$ cat src/rtl/sand_update_scheduler_if.sv
// Cell-memory, control and brush-write signals shared by the sand scheduler and its environment.
interface sand_update_scheduler_if #(
  parameter int ADDR_WIDTH = 8,
  parameter int DATA_WIDTH = 8
);
  logic                  start_i;
  logic                  busy_o;
  logic                  done_o;
  logic [ADDR_WIDTH-1:0] rd_address_1_o;
  logic [ADDR_WIDTH-1:0] rd_address_2_o;
  logic [DATA_WIDTH-1:0] rd_data_1_i;
  logic [DATA_WIDTH-1:0] rd_data_2_i;
  logic                  wr_en_o;
  logic [ADDR_WIDTH-1:0] wr_address_o;
  logic [DATA_WIDTH-1:0] wr_data_o;
  logic                  ext_wr_req_i;
  logic [ADDR_WIDTH-1:0] ext_wr_address_i;
  logic [DATA_WIDTH-1:0] ext_wr_data_i;
  logic                  ext_wr_ack_o;

  modport slave (
    input  start_i, rd_data_1_i, rd_data_2_i,
    input  ext_wr_req_i, ext_wr_address_i, ext_wr_data_i,
    output busy_o, done_o, rd_address_1_o, rd_address_2_o,
    output wr_en_o, wr_address_o, wr_data_o, ext_wr_ack_o
  );

  modport master (
    output start_i, rd_data_1_i, rd_data_2_i,
    output ext_wr_req_i, ext_wr_address_i, ext_wr_data_i,
    input  busy_o, done_o, rd_address_1_o, rd_address_2_o,
    input  wr_en_o, wr_address_o, wr_data_o, ext_wr_ack_o
  );
endinterface

$ cat src/rtl/sand_update_scheduler.sv
// Falling-sand grid update scheduler: one bottom-up pass per start request, brush writes while idle.
// Define DIAGONAL_FALL_EN to let blocked grains slide to the lower-left or lower-right cell.
module sand_update_scheduler #(
  parameter int ADDR_WIDTH  = 8,
  parameter int DATA_WIDTH  = 8,
  parameter int GRID_WIDTH  = 16,
  parameter int GRID_HEIGHT = 16
) (
  input  logic                    clk_i,
  input  logic                    reset_i,
  sand_update_scheduler_if.slave  bus
);

  localparam int ROW_W = (GRID_HEIGHT > 1) ? $clog2(GRID_HEIGHT) : 1;
  localparam int COL_W = (GRID_WIDTH > 1) ? $clog2(GRID_WIDTH) : 1;
  localparam logic [ROW_W-1:0]      ROW_FIRST = ROW_W'(GRID_HEIGHT - 2);
  localparam logic [COL_W-1:0]      COL_LAST  = COL_W'(GRID_WIDTH - 1);
  localparam logic [ADDR_WIDTH-1:0] GW_A      = ADDR_WIDTH'(GRID_WIDTH);
  localparam logic [ADDR_WIDTH-1:0] ONE_A     = ADDR_WIDTH'(1);

  typedef enum logic [2:0] {
    S_IDLE       = 3'd0,
    S_ISSUE      = 3'd1,
    S_EVAL       = 3'd2,
    S_WR_DST     = 3'd3,
    S_WR_SRC     = 3'd4
`ifdef DIAGONAL_FALL_EN
    ,
    S_DIAG_ISSUE = 3'd5,
    S_DIAG_EVAL  = 3'd6
`endif
  } state_t;

  state_t                state_q, state_d;
  logic                  pending_q, pending_d;
  logic [ROW_W-1:0]      row_q, row_d;
  logic [COL_W-1:0]      col_q, col_d;
  logic [DATA_WIDTH-1:0] src_val_q, src_val_d;
  logic [ADDR_WIDTH-1:0] dst_addr_q, dst_addr_d;
  logic                  done_q, done_d;

  logic [ADDR_WIDTH-1:0] src_addr_s;
  logic [ADDR_WIDTH-1:0] below_addr_s;
  logic                  advance_s;
  logic                  go_s;
  logic                  src_full_s;
  logic                  below_empty_s;

  assign src_addr_s    = ADDR_WIDTH'(row_q) * GW_A + ADDR_WIDTH'(col_q);
  assign below_addr_s  = src_addr_s + GW_A;
  assign go_s          = (pending_q | bus.start_i) & ~bus.ext_wr_req_i;
  assign src_full_s    = (bus.rd_data_1_i != '0);
  assign below_empty_s = (bus.rd_data_2_i == '0);

  // State and scan-position registers.
  always_ff @(posedge clk_i or posedge reset_i) begin
    if (reset_i) begin
      state_q    <= S_IDLE;
      pending_q  <= 1'b0;
      row_q      <= '0;
      col_q      <= '0;
      src_val_q  <= '0;
      dst_addr_q <= '0;
      done_q     <= 1'b0;
    end else begin
      state_q    <= state_d;
      pending_q  <= pending_d;
      row_q      <= row_d;
      col_q      <= col_d;
      src_val_q  <= src_val_d;
      dst_addr_q <= dst_addr_d;
      done_q     <= done_d;
    end
  end

  // Next-state, scan stepping and end-of-pass detection.
  always_comb begin
    state_d    = state_q;
    pending_d  = pending_q;
    row_d      = row_q;
    col_d      = col_q;
    src_val_d  = src_val_q;
    dst_addr_d = dst_addr_q;
    done_d     = 1'b0;
    advance_s  = 1'b0;

    case (state_q)
      S_IDLE: begin
        if (go_s) begin
          pending_d = 1'b0;
          state_d   = S_ISSUE;
          row_d     = ROW_FIRST;
          col_d     = '0;
        end else begin
          pending_d = pending_q | bus.start_i;
        end
      end
      S_ISSUE: begin
        state_d = S_EVAL;
      end
      S_EVAL: begin
        if (src_full_s && below_empty_s) begin
          src_val_d  = bus.rd_data_1_i;
          dst_addr_d = below_addr_s;
          state_d    = S_WR_DST;
`ifdef DIAGONAL_FALL_EN
        end else if (src_full_s) begin
          src_val_d = bus.rd_data_1_i;
          state_d   = S_DIAG_ISSUE;
`endif
        end else begin
          advance_s = 1'b1;
        end
      end
`ifdef DIAGONAL_FALL_EN
      S_DIAG_ISSUE: begin
        state_d = S_DIAG_EVAL;
      end
      S_DIAG_EVAL: begin
        // Left wins over right when both diagonals are free.
        if ((col_q != '0) && (bus.rd_data_1_i == '0)) begin
          dst_addr_d = below_addr_s - ONE_A;
          state_d    = S_WR_DST;
        end else if ((col_q != COL_LAST) && below_empty_s) begin
          dst_addr_d = below_addr_s + ONE_A;
          state_d    = S_WR_DST;
        end else begin
          advance_s = 1'b1;
        end
      end
`endif
      S_WR_DST: begin
        state_d = S_WR_SRC;
      end
      S_WR_SRC: begin
        advance_s = 1'b1;
      end
      default: begin
        state_d = S_IDLE;
      end
    endcase

    if (advance_s) begin
      if (col_q == COL_LAST) begin
        col_d = '0;
        if (row_q == '0) begin
          state_d = S_IDLE;
          done_d  = 1'b1;
        end else begin
          row_d   = row_q - ROW_W'(1);
          state_d = S_ISSUE;
        end
      end else begin
        col_d   = col_q + COL_W'(1);
        state_d = S_ISSUE;
      end
    end else begin
      done_d = 1'b0;
    end
  end

  // Memory port and handshake decode from the current state.
  always_comb begin
    bus.rd_address_1_o = '0;
    bus.rd_address_2_o = '0;
    bus.wr_en_o        = 1'b0;
    bus.wr_address_o   = '0;
    bus.wr_data_o      = '0;
    bus.ext_wr_ack_o   = 1'b0;

    case (state_q)
      S_IDLE: begin
        // The brush is served combinationally so the ack lands in the request cycle.
        if (bus.ext_wr_req_i && !reset_i) begin
          bus.wr_en_o      = 1'b1;
          bus.wr_address_o = bus.ext_wr_address_i;
          bus.wr_data_o    = bus.ext_wr_data_i;
          bus.ext_wr_ack_o = 1'b1;
        end else begin
          bus.ext_wr_ack_o = 1'b0;
        end
      end
      S_ISSUE: begin
        bus.rd_address_1_o = src_addr_s;
        bus.rd_address_2_o = below_addr_s;
      end
`ifdef DIAGONAL_FALL_EN
      S_DIAG_ISSUE: begin
        bus.rd_address_1_o = (col_q != '0)       ? (below_addr_s - ONE_A) : below_addr_s;
        bus.rd_address_2_o = (col_q != COL_LAST) ? (below_addr_s + ONE_A) : below_addr_s;
      end
`endif
      S_WR_DST: begin
        bus.wr_en_o      = 1'b1;
        bus.wr_address_o = dst_addr_q;
        bus.wr_data_o    = src_val_q;
      end
      S_WR_SRC: begin
        bus.wr_en_o      = 1'b1;
        bus.wr_address_o = src_addr_s;
        bus.wr_data_o    = '0;
      end
      default: begin
        bus.wr_en_o = 1'b0;
      end
    endcase
  end

  assign bus.busy_o = (state_q != S_IDLE);
  assign bus.done_o = done_q;

endmodule

$ cat src/flat_wrapper.sv
// flat-port wrapper written by rule: the top's interface ports become plain ports
module sand_update_scheduler_flat 
#(
  parameter int ADDR_WIDTH  = 8,
  parameter int DATA_WIDTH  = 8,
  parameter int GRID_WIDTH  = 16,
  parameter int GRID_HEIGHT = 16
)
  (clk_i, reset_i, bus_start_i, bus_rd_data_1_i, bus_rd_data_2_i, bus_ext_wr_req_i, bus_ext_wr_address_i, bus_ext_wr_data_i, bus_busy_o, bus_done_o, bus_rd_address_1_o, bus_rd_address_2_o, bus_wr_en_o, bus_wr_address_o, bus_wr_data_o, bus_ext_wr_ack_o);
  sand_update_scheduler_if #(.ADDR_WIDTH(ADDR_WIDTH), .DATA_WIDTH(DATA_WIDTH)) bus_i ();
  input  logic clk_i;
  input  logic reset_i;
  input wire logic [$bits(bus_i.start_i)-1:0] bus_start_i;
  input wire logic [$bits(bus_i.rd_data_1_i)-1:0] bus_rd_data_1_i;
  input wire logic [$bits(bus_i.rd_data_2_i)-1:0] bus_rd_data_2_i;
  input wire logic [$bits(bus_i.ext_wr_req_i)-1:0] bus_ext_wr_req_i;
  input wire logic [$bits(bus_i.ext_wr_address_i)-1:0] bus_ext_wr_address_i;
  input wire logic [$bits(bus_i.ext_wr_data_i)-1:0] bus_ext_wr_data_i;
  output wire logic [$bits(bus_i.busy_o)-1:0] bus_busy_o;
  output wire logic [$bits(bus_i.done_o)-1:0] bus_done_o;
  output wire logic [$bits(bus_i.rd_address_1_o)-1:0] bus_rd_address_1_o;
  output wire logic [$bits(bus_i.rd_address_2_o)-1:0] bus_rd_address_2_o;
  output wire logic [$bits(bus_i.wr_en_o)-1:0] bus_wr_en_o;
  output wire logic [$bits(bus_i.wr_address_o)-1:0] bus_wr_address_o;
  output wire logic [$bits(bus_i.wr_data_o)-1:0] bus_wr_data_o;
  output wire logic [$bits(bus_i.ext_wr_ack_o)-1:0] bus_ext_wr_ack_o;
  assign bus_i.start_i = bus_start_i;
  assign bus_i.rd_data_1_i = bus_rd_data_1_i;
  assign bus_i.rd_data_2_i = bus_rd_data_2_i;
  assign bus_i.ext_wr_req_i = bus_ext_wr_req_i;
  assign bus_i.ext_wr_address_i = bus_ext_wr_address_i;
  assign bus_i.ext_wr_data_i = bus_ext_wr_data_i;
  assign bus_busy_o = bus_i.busy_o;
  assign bus_done_o = bus_i.done_o;
  assign bus_rd_address_1_o = bus_i.rd_address_1_o;
  assign bus_rd_address_2_o = bus_i.rd_address_2_o;
  assign bus_wr_en_o = bus_i.wr_en_o;
  assign bus_wr_address_o = bus_i.wr_address_o;
  assign bus_wr_data_o = bus_i.wr_data_o;
  assign bus_ext_wr_ack_o = bus_i.ext_wr_ack_o;
  sand_update_scheduler #(.ADDR_WIDTH(ADDR_WIDTH), .DATA_WIDTH(DATA_WIDTH), .GRID_WIDTH(GRID_WIDTH), .GRID_HEIGHT(GRID_HEIGHT)) u_core (.clk_i(clk_i), .reset_i(reset_i), .bus(bus_i));
endmodule
$ cat config.mk
export PLATFORM = sky130hd
export DESIGN_NAME = sand_update_scheduler_flat
export DESIGN_NICKNAME = d
export VERILOG_FILES = /design/src/rtl/sand_update_scheduler_if.sv /design/src/rtl/sand_update_scheduler.sv /design/src/flat_wrapper.sv
export SDC_FILE = /design/constraint.sdc
export NUM_CORES = 1
export LEC_CHECK = 0
export BUFFER_PORTS_ARGS = -buffer_cell sky130_fd_sc_hd__buf_2
export CELL_PAD_IN_SITES_DETAIL_PLACEMENT = 0
export CELL_PAD_IN_SITES_GLOBAL_PLACEMENT = 1
export CORE_ASPECT_RATIO = 1.4
export CORE_UTILIZATION = 39
export CTS_BUF_LIST = sky130_fd_sc_hd__clkbuf_8
export DETAILED_ROUTE_END_ITERATION = 7
export GPL_ROUTABILITY_DRIVEN = 0
export GPL_TIMING_DRIVEN = 0
export PLACE_DENSITY_LB_ADDON = 0.12
export SETUP_SLACK_MARGIN = 0.3
export SLEW_MARGIN = 10
export SYNTH_ARGS = -nofsm -noshare
export SYNTH_HDL_FRONTEND = slang
export SYNTH_SLANG_ARGS = --single-unit
export TNS_END_PERCENT = 1
$ cat constraint.sdc
create_clock -name clk_i -period 10.45 [get_ports clk_i]
set_clock_uncertainty 0.2 [all_clocks]
set_input_delay 3.135 -clock clk_i [delete_from_list [all_inputs] [get_ports clk_i]]
set_output_delay 3.135 -clock clk_i [all_outputs]
set_load 0.01 [all_outputs]
==> impl_metrics.tcl, run 1 <==
set metrics [dict create \
    status "complete, no violations" \
    globalRouteMet2Util 0.353 \
    p_comb_frac 0.378 \
    post_dp_cell_area_mm2 0.00218 \
    htreeDepth 2 \
    core_area_mm2 0.00427 \
    drv_slew 0 \
    gr-usage-met1 0.240 \
    postSynthAreaPerCell_um2 10.1 \
    die_h_um 81.2 \
    first_pass_iters 4 \
    antenna_found_initial 0 \
    r2r_cells 6 \
    rsz0062_at_grt "no" \
    worstSetupStartpointType "input pin" \
    num_antenna_cells 0 \
    switching_share 0.370 \
    r2r_end "u_core.row_q[3]" \
    synth_cells 174 \
    fin_cells 313 \
    nets 291 \
    ys_warn_count 0 \
    path_max_fanout 30 \
    ctsHoldBuffers 0 \
    ff2ff_setup_slack_ns 8.41 \
    finalHoldViolCount 0 \
    cts_resized 0 \
    num_vias 1601 \
    io_buffers 71 \
    hpwl_um 3250 \
    timing.rr.start "u_core.row_q[0]" \
    overflow 0 \
    seq_area_frac_synth 0.415 \
    remaining_drc_errors 0 \
    synth-edff-count 0 \
    grt_start_max_net_pins 31 \
    post_drt_wl_per_cell_um 14.0 \
    ir_drop_mv 0.108 \
    drt_iter0_drc 64 \
    synth_cell_types 46 \
    finalWirelength_um 4390 \
    top_usage_layer "met2" \
    cp-end-kind "output pin" \
    worst-setup-path-type "input pin to output pin" \
    antenna_left 0 \
    grt_use_total 0.202 \
    initial_utilization 0.409 \
    finalInstanceArea_mm2 0.00230 \
    setup_violations 0 \
    post-cts-setup-buffer-count 0 \
    syn-cell-area_mm2 0.00175 \
    p_seq_frac 0.336 \
    hold_path.startpoint "u_core.dst_addr_q[6]" \
    seq_area_um2 726 \
    cts_sinks 29 \
    cts_root_buf "clkbuf_8" \
    fillCellCount 445 \
    maxCapViolCount 0 \
    pwr-share-clk 0.286 \
    intPower_mw 0.272 \
    min_to "u_core.dst_addr_q[6]" \
    p_switching_mw 0.160 \
    multi_input_area_um2 878 \
    syn_nets 213 \
    floorplan.rows 28 \
    grt_pass1_vias 1534 \
    cts.reportedPaths.clkPinSlew_ns 0.07 \
    vias_per_cell 5.12 \
    cp_data_arrival_time_ns 5.15 \
    period_needed_ns 8.49 \
    use_met3 0.0446 \
    ys_async_sr_fraction 1.00 \
    ys.flop_type "dfrtp_1" \
    cts-buffers-inserted 5 \
    place_inst 305 \
    fin_tns_setup_ns 0 \
    finalCritPeriodShare 0.812 \
    min_path_type "flip-flop to flip-flop" \
    synth_seq_cells 29 \
    p_per_area_mw_per_mm2 188 \
    final_layout_size_suffix_gt1_frac 0.419 \
    fmax_mhz 118 \
    whs_path_depth 2 \
    slew_headroom 0.577 \
    area_growth_pct 31.5 \
    die_x_um 58.6 \
    cts_tree "done" \
    worstSkewPairLatency_ns 0.28 \
    crit_required_ns 7.12 \
    clk_path_buf_depth 2 \
    io_pins 72 \
    tightest_slew_ns 0.634 \
    die-area_mm2 0.00476 \
    grt_pass1_wl_um 7100 \
    leakage_nw 1.29 \
]
cell type report:
cell class              instances  area share
inverters                      13      0.0212
flip-flops and latches         29       0.316
clock inverters                 2      0.0163
well taps                      60      0.0326
clock buffers                   6      0.0359
plain buffers                  15      0.0419
multi-input cells             117       0.382
repair buffers                 71       0.155
how the worst max path moves through the flow:
stage	startpoint	to	slack, ns	cells after the start
after floorplan	reset_i	bus_wr_address_o[3]	2.26	6
after global placement	reset_i	bus_wr_address_o[3]	1.49	8
after detailed placement	reset_i	bus_wr_address_o[3]	1.50	8
after CTS	reset_i	bus_wr_address_o[3]	1.49	8
after global routing	reset_i	bus_wr_address_o[3]	1.72	8
final	reset_i	bus_wr_address_o[3]	1.96	8
sequential cells by signal, indices dropped and copies added, names as in the netlist:
name,cells
u_core.pending_q,1
u_core.state_q,3
u_core.src_val_q,8
u_core.bus.done_o,1
u_core.col_q,4
u_core.row_q,4
u_core.dst_addr_q,8
logic make-up (layout without fill, tap and decap cells):
kind of cell	Yosys count	in the layout	synth area share
multiplexers	17	17	0.115
buffers and inverters	28	107	0.0830
adder cells (fa/ha/maj)	3	3	0.0215
AO/OA/AOI/OAI	34	34	0.160
AND/OR/NAND/NOR	61	61	0.196
XOR/XNOR	2	2	0.0100
flip-flops	29	29	0.415
power by group through the flow:
stage,combinational [mW],sequential (mW),clock (mW)
final,0.163,0.145,0.123
after global routing,0.182,0.149,0.129
after CTS,0.165,0.145,0.125
after detailed placement,0.164,0.147,0
after global placement,0.163,0.147,0
after floorplan,0.105,0.142,0
Yosys cell counts (2+ instances only):
master    count  area (um^2)
ha_1          3         37.5
nor3b_1       2         15.0
nand3_1       6         30.0
a22o_1        8         70.1
a222oi_1      8         80.1
or4_1         2         15.0
nor2_1       20         75.1
clkbuf_1      7         26.3
and3_1        9         56.3
nand2_1       7         26.3
or3_1         3         18.8
mux2_2        9          101
o21ai_0       5         25.0
mux2i_1       4         40.0
a21oi_1       2         10.0
buf_4         4         30.0
nor3_1        2         10.0
inv_1        13         48.8
mux2_4        4         60.1
a311oi_1      2         17.5
dfrtp_1      29          726
metrics by stage:
stage	hold slack (ns)	setup slack [ns]	power [mW]	util
2_1_floorplan	0.249	2.26	0.247	-
3_3_place_gp	0.265	1.49	0.310	0.510
3_5_place_dp	0.274	1.50	0.312	0.510
4_1_cts	0.290	1.49	0.435	0.538
5_1_grt	0.321	1.72	0.461	0.538
6_report	0.284	1.96	0.432	0.538
cells in the final DEF, fill, tap and decap left out, types with 4 or more instances in the layout:
| cell type | instances |
|---|---|
| buf_2 | 72 |
| dfrtp_1 | 29 |
| nor2_1 | 20 |
| inv_1 | 12 |
| mux2_2 | 9 |
| and3_1 | 9 |
| a22o_1 | 8 |
| a222oi_1 | 8 |
| clkbuf_1 | 7 |
| nand2_1 | 7 |
| nand3_1 | 6 |
| clkbuf_8 | 6 |
| o21ai_0 | 5 |
| mux2i_1 | 4 |
| mux2_4 | 4 |
| buf_4 | 4 |
worst max-delay path: stages:
cell	delay [ns]
buf_2	0.10
inv_2	0.46
and3_1	0.25
clkbuf_1	0.38
buf_1	0.46
a222oi_1	0.16
inv_1	0.07
buf_2	0.12
metal layers:
| layer | up-vias | part of all wire |
|---|---|---|
| li1 | 784 | - |
| met3 | 6 | 0.049 |
| met5 | - | 0 |
| met4 | 0 | 0.015 |
| met1 | 760 | 0.44 |
| met2 | 51 | 0.49 |
(Power assumes the default switching activity.)
==> run 2: changes to the inputs <==
--- a/config.mk
+++ b/config.mk
@@ -5,11 +5,12 @@
 export SDC_FILE = /design/constraint.sdc
 export NUM_CORES = 1
 export LEC_CHECK = 0
+export ABC_AREA = 1
 export BUFFER_PORTS_ARGS = -buffer_cell sky130_fd_sc_hd__buf_2
 export CELL_PAD_IN_SITES_DETAIL_PLACEMENT = 0
 export CELL_PAD_IN_SITES_GLOBAL_PLACEMENT = 1
 export CORE_ASPECT_RATIO = 1.4
-export CORE_UTILIZATION = 39
+export CORE_UTILIZATION = 33
 export CTS_BUF_LIST = sky130_fd_sc_hd__clkbuf_8
 export DETAILED_ROUTE_END_ITERATION = 7
 export GPL_ROUTABILITY_DRIVEN = 0
==> constraint.sdc (replaced) <==
create_clock -name clk_i -period 7 [get_ports clk_i]
set_clock_uncertainty 0.2 [all_clocks]
set_input_delay 2.1 -clock clk_i [delete_from_list [all_inputs] [get_ports clk_i]]
set_output_delay 2.1 -clock clk_i [all_outputs]
set_load 0.01 [all_outputs]
==> run 2 against run 1 <==
Effect of this change: via count up 18%; critical endpoint is now bus_wr_address_o[0]; wire length grew 20%; power increased by 90%; clock power up 28%; setup slack got worse by 0.25 ns; sequential power is 58% higher; global-route usage decreased by 2.4 points.
==> impl_metrics.tcl, run 2 <==
set metrics [dict create \
    status "complete, no violations" \
    period_needed_ns 5.29 \
    crit_required_ns 4.70 \
    maxCapViolCount 0 \
    finalCritPeriodShare 0.756 \
    ctsHoldBuffers 0 \
    synth-edff-count 0 \
    num_antenna_cells 0 \
    cts_sinks 29 \
    finalWirelength_um 5250 \
    clk_path_buf_depth 2 \
    top_regs "u_core.dst_addr_q (8), u_core.src_val_q (8)" \
    r2r_cells 13 \
    synth.most_common_cell "nand2_1" \
    cp_data_arrival_time_ns 2.99 \
    grt_use_total 0.178 \
    hpwl_um 4100 \
    hold_path.startpoint "u_core.dst_addr_q[0]" \
    synth_cell_types 30 \
    cts_resized 0 \
    synthTopCellsByCount "nand2_1 (52), inv_1 (36), dfrtp_1 (29)" \
    fin_tns_setup_ns 0 \
    cts_tree "done" \
    post_dp_cell_area_mm2 0.00250 \
    htreeDepth 2 \
    num_vias 1888 \
    rsz0062_at_grt "no" \
    floorplan.rows 33 \
    leakage_nw 1.40 \
    tightest_slew_ns 0.667 \
    multi_input_area_mm2 0.00104 \
    ys_async_sr_fraction 1.00 \
    antenna_found_initial 0 \
    min_path_type "flip-flop to flip-flop" \
    nets 374 \
    final_layout_size_suffix_gt1_frac 0.464 \
    ir_drop_mv 0.154 \
    worstSkewPairLatency_ns 0.28 \
    core_area_mm2 0.00595 \
    first_pass_iters 4 \
    slew_headroom 0.555 \
    worstSetupStartpointType "input pin" \
    cpPeakStageDelay_ns 0.16 \
    overflow 0 \
    grt_start_max_net_pins 30 \
    post-cts-setup-buffer-count 0 \
    drv_slew 0 \
    cp-end-kind "output pin" \
    final_cell_mix "buf_2 (73), nand2_1 (52), inv_1 (35)" \
    fillCellCount 667 \
    post_drt_wl_per_cell_um 12.9 \
    whs_path_depth 1 \
    grt_pass1_vias 1869 \
    synth_seq_cells 29 \
    drt_iter0_drc 38 \
    die_x_um 68.8 \
    area_growth_pct 26.4 \
    crit_chain "buf_2 -> nor2_1 -> nand2_1 -> inv_2 -> buf_6 -> nand2_1 -> o211ai_1 -> buf_2" \
    syn_nets 296 \
    syn-cell-area_mm2 0.00206 \
    postSynthAreaPerCell_um2 8.02 \
    cts.reportedPaths.clkPinSlew_ns 0.07 \
    synth_area_leaders "dfrtp_1 (35%), o21ai_2 (9.8%), nand2_1 (9.5%)" \
    die-area_mm2 0.00657 \
    ys_warn_count 0 \
    finalInstanceArea_mm2 0.00261 \
    antenna_left 0 \
    setup_violations 0 \
    vias_per_cell 4.65 \
    path_buf_inv 4 \
    synth_cells 257 \
    io_pins 72 \
    cp_slowest_cell "buf_6" \
    grt_pass1_wl_um 8580 \
    final_common_cell "buf_2" \
    io_buffers 71 \
    cpLargestDelayFamily "buffers and inverters" \
    timing.rr.start "u_core.row_q[0]" \
    ys.flop_type "dfrtp_1" \
    cts_root_buf "clkbuf_8" \
    finalHoldViolCount 0 \
    synth_largest_area_cell "dfrtp_1" \
    place_ws_ns 1.68 \
    initial_utilization 0.347 \
    min_to "u_core.dst_addr_q[0]" \
    seq_area_frac_synth 0.352 \
    p_per_area_mw_per_mm2 315 \
    seq_area_um2 726 \
    r2r_end "u_core.row_q[1]" \
    power_mw 0.822 \
    postLayoutCoreUtil 0.438 \
    ff2ff_setup_slack_ns 4.99 \
    setup_slack_ns 1.71 \
    cts-buffers-inserted 5 \
    path_max_fanout 10 \
    fmax_mhz 189 \
    remaining_drc_errors 0 \
    die_h_um 95.5 \
    worst-setup-path-type "input pin to output pin" \
    synth_top_area_frac 0.352 \
]
==> run 2: per-stage QoR <==
step / hold slack, ns / instances
after floorplan: 0.264 / 257
after global placement: 0.276 / 398
after detailed placement: 0.284 / 398
after CTS: 0.301 / 406
after global routing: 0.321 / 406
final: 0.296 / 406
==> run 2: worst max-delay path by stage <==
stage                           from             endpoint  slack (ns)  depth (start not counted)
finish                       reset_i  bus_wr_address_o[0]        1.71                          8
global route        bus_ext_wr_req_i  bus_wr_address_o[0]        1.55                          9
CTS                          reset_i  bus_wr_address_o[0]        1.68                          8
detailed placement           reset_i  bus_wr_address_o[0]        1.68                          8
global placement             reset_i  bus_wr_address_o[0]        1.67                          8
floorplan           bus_ext_wr_req_i  bus_wr_address_o[0]        2.01                          7
==> run 2: kinds of logic after synthesis <==
logic type,count (synthesis),share of synthesized area
and+or+nand+nor,124,0.311
buffers and inverters,56,0.143
AOI/OAI and AO/OA,42,0.163
DFF,29,0.352
xor gates and xnor gates,3,0.0127
adders and majority gates,3,0.0182
==> run 2: report_power, final <==
part	switching, mW	leakage [nW]	total, mW	internal [mW]
clock network	0.0680	0.0542	0.157	0.0888
logic	0.266	1.04	0.436	0.170
registers	0.0298	0.309	0.229	0.199
==> run 2: final cells by class <==
cell class | count | area share
tap | 70 | 0.0336
timing repair buffer | 71 | 0.136
inverter | 44 | 0.0653
buffer | 12 | 0.0480
clock buffer | 7 | 0.0370
clock inverter | 1 | 0.00192
multi-input combinational | 172 | 0.399
sequential | 29 | 0.278
==> run 2: metal layers <==
metal | global-route usage | routed length, um
met1 | 0.202 | 2070
met3 | 0.0359 | 339
met2 | 0.325 | 2790
met4 | 0.0544 | 53
met5 | 0 | 0
